### config.mk
export PLATFORM = sky130hd
export DESIGN_NAME = sig_pulse_counter
export DESIGN_NICKNAME = d
export VERILOG_FILES = /design/src/rtl/sig_pulse_counter.sv
export SDC_FILE = /design/constraint.sdc
export NUM_CORES = 1
export LEC_CHECK = 0
export ABC_CLOCK_PERIOD_IN_PS = 2100
export BUFFER_PORTS_ARGS = -buffer_cell sky130_fd_sc_hd__buf_2
export CORE_MARGIN = 1.5
export CORE_UTILIZATION = 40
export DETAILED_ROUTE_END_ITERATION = 16
export GPL_TIMING_DRIVEN = 0
export SYNTH_ARGS = -nofsm -noshare
export SYNTH_HDL_FRONTEND = slang
export SYNTH_SLANG_ARGS = --single-unit
### constraint.sdc
create_clock -name clk -period 2.1 [get_ports clk]
set_input_delay 0.21 -clock clk [delete_from_list [all_inputs] [get_ports clk]]
set_output_delay 0.21 -clock clk [all_outputs]
set_load 0.03 [all_outputs]
### src/rtl/sig_pulse_counter.sv
// sig_pulse_counter: synchronises `signal`/`button`, debounces the run switch,
// counts `signal` rising edges as 8-digit BCD while running, with overflow.
//
// Ports:
//   clk         system clock, all state on rising edge
//   rst         asynchronous active-low reset
//   button      raw run switch (high = run, low = hold), async
//   signal      raw pulse input, each rising edge one event, async
//   bcd[31:0]   count, digit 0 in [3:0] ... digit 7 in [31:28]
//   running     registered, high while the FSM is in COUNT
//   overflow    sticky, set on 99999999 -> 0 wrap, cleared on COUNT entry
//   pulse_tick  one-cycle registered strobe per counted edge
//
// Build option: define SIG_CNT_DEBOUNCE_EN to include the DEB_CYCLES
// debounce counter; otherwise the debounced button is btn_s plus one flop.
module sig_pulse_counter #(
  parameter int DEB_CYCLES = 20
) (
  input  logic        clk,
  input  logic        rst,
  input  logic        button,
  input  logic        signal,
  output logic [31:0] bcd,
  output logic        running,
  output logic        overflow,
  output logic        pulse_tick
);

  localparam logic [1:0] S_IDLE  = 2'd0;
  localparam logic [1:0] S_COUNT = 2'd1;
  localparam logic [1:0] S_HOLD  = 2'd2;

  // Two-flop synchronisers plus the edge-detect delay flop.
  logic r_sig_m;
  logic r_sig_s;
  logic r_sig_d;
  logic r_btn_m;
  logic r_btn_s;

  always_ff @(posedge clk or negedge rst) begin
    if (!rst) begin
      r_sig_m <= 1'b0;
      r_sig_s <= 1'b0;
      r_sig_d <= 1'b0;
      r_btn_m <= 1'b0;
      r_btn_s <= 1'b0;
    end else begin
      r_sig_m <= signal;
      r_sig_s <= r_sig_m;
      r_sig_d <= r_sig_s;
      r_btn_m <= button;
      r_btn_s <= r_btn_m;
    end
  end

  logic w_sig_rise;
  assign w_sig_rise = r_sig_s & ~r_sig_d;

  // Debounced button; w_btn_db_nxt is the value it takes on this edge,
  // so the FSM reacts on the same edge the debounced level changes.
  logic r_btn_db;
  logic w_btn_db_nxt;

`ifdef SIG_CNT_DEBOUNCE_EN
  localparam int DW = (DEB_CYCLES > 1) ? $clog2(DEB_CYCLES) : 1;
  localparam logic [DW-1:0] DEB_LAST = DW'(DEB_CYCLES - 1);

  logic [DW-1:0] r_deb_cnt;
  logic          w_differ;
  logic          w_deb_done;

  assign w_differ   = (r_btn_s != r_btn_db);
  assign w_deb_done = w_differ && (r_deb_cnt == DEB_LAST);
  assign w_btn_db_nxt = w_deb_done ? r_btn_s : r_btn_db;

  always_ff @(posedge clk or negedge rst) begin
    if (!rst) begin
      r_deb_cnt <= '0;
    end else if (!w_differ || w_deb_done) begin
      r_deb_cnt <= '0;
    end else begin
      r_deb_cnt <= r_deb_cnt + 1'b1;
    end
  end
`else
  logic w_unused_deb;
  assign w_unused_deb = ^DEB_CYCLES;
  assign w_btn_db_nxt = r_btn_s;
`endif

  always_ff @(posedge clk or negedge rst) begin
    if (!rst) begin
      r_btn_db <= 1'b0;
    end else begin
      r_btn_db <= w_btn_db_nxt;
    end
  end

  logic w_db_rise;
  logic w_db_fall;
  assign w_db_rise = w_btn_db_nxt & ~r_btn_db;
  assign w_db_fall = ~w_btn_db_nxt & r_btn_db;

  // FSM
  logic [1:0] r_state;
  logic [1:0] w_state_nxt;

  always_comb begin
    w_state_nxt = r_state;
    case (r_state)
      S_IDLE:  if (w_db_rise) w_state_nxt = S_COUNT;
      S_HOLD:  if (w_db_rise) w_state_nxt = S_COUNT;
      S_COUNT: if (w_db_fall) w_state_nxt = S_HOLD;
      default: w_state_nxt = S_IDLE;
    endcase
  end

  logic w_in_count;
  logic w_enter;
  logic w_inc;
  assign w_in_count = (r_state == S_COUNT);
  assign w_enter    = (w_state_nxt == S_COUNT) && !w_in_count;
  // Edges are counted off the current state, so an edge coinciding
  // with leaving COUNT is still counted.
  assign w_inc      = w_in_count && w_sig_rise;

  // BCD incrementer: digit i steps when every lower digit is 9.
  logic [31:0] r_bcd;
  logic [31:0] w_bcd_inc;
  logic [8:0]  w_all9;
  logic        w_wrap;

  assign w_all9[0] = 1'b1;

  for (genvar i = 0; i < 8; i++) begin : g_dig
    logic [3:0] w_dig;
    logic       w_is9;
    assign w_dig = r_bcd[4*i +: 4];
    assign w_is9 = (w_dig == 4'd9);
    assign w_all9[i+1] = w_all9[i] & w_is9;
    assign w_bcd_inc[4*i +: 4] = !w_all9[i] ? w_dig :
                                 w_is9      ? 4'd0  :
                                              w_dig + 4'd1;
  end

  assign w_wrap = w_all9[8];

  logic r_ovf;
  logic r_tick;
  logic r_run;

  always_ff @(posedge clk or negedge rst) begin
    if (!rst) begin
      r_state <= S_IDLE;
      r_run   <= 1'b0;
      r_tick  <= 1'b0;
    end else begin
      r_state <= w_state_nxt;
      r_run   <= (w_state_nxt == S_COUNT);
      r_tick  <= w_inc;
    end
  end

  // Count register only written on entry or increment, so it holds
  // its value in HOLD and between edges in COUNT.
  always_ff @(posedge clk or negedge rst) begin
    if (!rst) begin
      r_bcd <= '0;
      r_ovf <= 1'b0;
    end else if (w_enter) begin
      r_bcd <= '0;
      r_ovf <= 1'b0;
    end else if (w_inc) begin
      r_bcd <= w_bcd_inc;
      if (w_wrap) begin
        r_ovf <= 1'b1;
      end
    end
  end

  assign bcd        = r_bcd;
  assign running    = r_run;
  assign overflow   = r_ovf;
  assign pulse_tick = r_tick;

endmodule

==> flow_metrics.py <==
metrics = {
    "floorplan": {
        "io_pins": 39,
        "fp-row-count": 27,
        "dieArea_um2": 6398,
        "fp.dieH_um": 79.99,
        "start_util_pct": 42.28,
        "core_um2": 5608,
        "chipWidth_um": 79.99,
    },
    "setup_path": {
        "r2r_cells": 6,
        "r2r_slack_ps": 40,
        "path_cells": "or3b_4, buf_2, a2111oi_4, buf_4, nor3_1, a31o_2",
        "worstPathRequired_ps": 2300,
        "worst_setup_path_start_kind": "flop",
        "path_delay_family": "compound AO/OA/AOI/OAI gates",
        "worst_ep_arrival_time_ps": 2260,
        "worst-path-max-fanout": 10,
        "crit_type": "flop to flop",
        "max_stage_delay_ps": 430,
        "slowest_stage": "dfrtp_1",
        "crit_path_end_kind": "flop",
        "cp.depth": 6,
        "path_buf_inv": 2,
    },
    "yosys": {
        "synth_warnings": 0,
        "ys.flop_type": "dfrtp_1",
        "synth_edf_count": 0,
        "ys_seq_elements": 43,
        "netlist_area_um2": 2371,
        "synthCells": 243,
        "syn_avg_cell_area_um2": 9.757,
        "yosys-mux-area-fraction_pct": 0.8443,
        "synth_seq_area_share_pct": 45.38,
        "yosys.cell_types.count": 43,
        "synthAdderAreaFrac_pct": 8.443,
        "synthXorXnorAreaFrac_pct": 0,
        "synth_fp_nets": 263,
        "ys_async_sr_fraction_pct": 100.0,
        "synth-compound-area-share_pct": 17.99,
        "yosys.area_share.simple_pct": 23.69,
        "synth_top_family_by_area": "simple AND/OR/NAND/NOR gates",
    },
    "placed_design": {
        "dp_hpwl_um": 3864,
        "gp_congestion": 0.8215,
        "place_inst": 353,
        "place_ws_ps": -276.5,
        "io_buffers": 38,
        "dpl-instance-area_um2": 2658,
    },
    "status": {
        "status": "completed",
    },
    "timing": {
        "period_share_pct": 98.29,
        "setup_violations": 0,
        "final_hold_viol_count": 0,
        "worstMarginPinSlew_ps": 965.8,
        "max_freq_mhz": 484.5,
        "finalClockSkew_ps": 6.221,
        "fin_setup_tns_ps": 0,
        "period_needed_ps": 2064,
        "hold_ws_ps": 53.70,
        "rsz0062_at_grt": "yes",
        "slew_headroom_pct": 35.61,
        "fin_ws_ps": 35.98,
        "drv_slew": 0,
    },
    "power": {
        "vdd_ir_drop_max_mv": 0.4090,
        "static-leakage-power_nw": 1.363,
        "pwr_density_cell_nw_per_um2": 761.6,
        "finalPower_mw": 2.268,
    },
    "routing": {
        "num_vias": 2063,
        "detail_route.wl_per_cell_um": 15.17,
        "final_antenna_net_count": 0,
        "wirelength_um": 5659,
        "drt_pass1_iterations": 4,
        "drc": 0,
        "drt_iter0_markers": 106,
        "vias_per_cell": 5.531,
    },
    "global_route": {
        "antenna_found_initial": 0,
        "grt_util_all_layers_pct": 18.38,
        "overflow": 0,
        "grt_pass1_vias": 1844,
        "grt_max_degree": 44,
        "grt_pass1_wl_um": 9121,
    },
    "final_layout": {
        "drive_gt1_share_pct": 28.57,
        "multi_input_area_um2": 1304,
        "nFillCells": 555,
        "final_util_pct": 53.10,
        "fin_area_um2": 2978,
        "register_area_um2": 1084,
        "antenna_cells": 0,
        "area_growth_pct": 25.59,
        "final_cell_mix": "buf_2, dfrtp_1, a21oi_1",
        "stdcell_count": 373,
        "final_common_cell": "buf_2",
        "nNetsFinal": 320,
    },
    "clock_tree": {
        "htree_levels": 2,
        "cts_root_buf": "clkbuf_8",
        "numCtsBuffers": 5,
        "tritoncts": "built",
        "max-clock-path-buffers": 2,
        "clock_latency_ps": 300,
        "cts.sinks": 43,
        "cts.clk_slew.worst_paths_ps": 90,
    },
    "hold_path": {
        "hp-class": "primary input to async pin",
    },
    "flow_run": {
        "drv_cap": 0,
    },
}
[registers in the layout, indices dropped and copies added (netlist names)]
register and flops:
r_sig_m 1, overflow 1, r_sig_d 1, running 1, r_btn_s 1, pulse_tick 1, bcd 32, r_sig_s 1
r_btn_m 1, r_btn_db 1, r_state 2
[per-layer routing]
layer  vias up  global-route usage, %  routed length [um]
met5         -                      0                   0
met4         0                  5.690                  55
met3         5                  3.886                 267
met2        58                  27.23                2522
met1       982                  26.60                2814
li1       1018                      -                   -
[worst paths after layout]
kind	startpoint	endpoint
min in group clk	r_sig_m	r_sig_s
max reg2reg	r_btn_db	bcd[10]
max	r_btn_db	bcd[10]
max in group asynchronous	rst	r_state[0]
min	rst	bcd[5]
min reg2reg	r_sig_m	r_sig_s
[cell families after synthesis]
family | after synthesis
simple gates | 96
compound gates | 64
flops | 43
fa+ha+maj | 16
buf+inv | 22
mux | 2
[final cells by class]
class / instances / area share (%)
plain buffers: 9 / 1.555
clock buffers: 5 / 2.311
clock inverters: 3 / 1.597
inverters: 13 / 1.639
multi-input cells: 178 / 43.78
flip-flops and latches: 43 / 36.39
well taps: 72 / 3.025
repair buffers: 50 / 9.706
[where the power goes]
group | switching [mW] | internal (mW) | total [mW]
combinational | 0.354 | 0.196 | 0.550
sequential | 0.112 | 0.927 | 1.04
clock | 0.318 | 0.361 | 0.679
total | 0.784 | 1.48 | 2.27
[Yosys cell counts (4+ instances only)]
library cell	count	area [um2]
nand3b_1	8	60.06
clkbuf_1	5	18.77
nor3_1	6	30.03
o21ai_0	13	65.06
nand4b_1	4	35.03
nand3_1	10	50.05
nor4_1	4	25.02
o31ai_1	9	67.56
ha_1	16	200.2
dfrtp_1	43	1076
and3b_1	6	52.55
nand2_1	17	63.81
inv_1	13	48.80
or4_1	5	37.54
nor2_1	15	56.30
or3_1	4	25.02
a21oi_1	21	105.1
[repair_timing]
item,4_1_cts,5_1_grt
buffers inserted,9,1
pin swaps,0,6
gates cloned,0,0
endpoints found under the setup margin,26,19
hold buffers,0,2
gates resized for setup,4,28
endpoints found under the hold margin,0,2
Note: power is estimated with default switching activity, not from simulation.
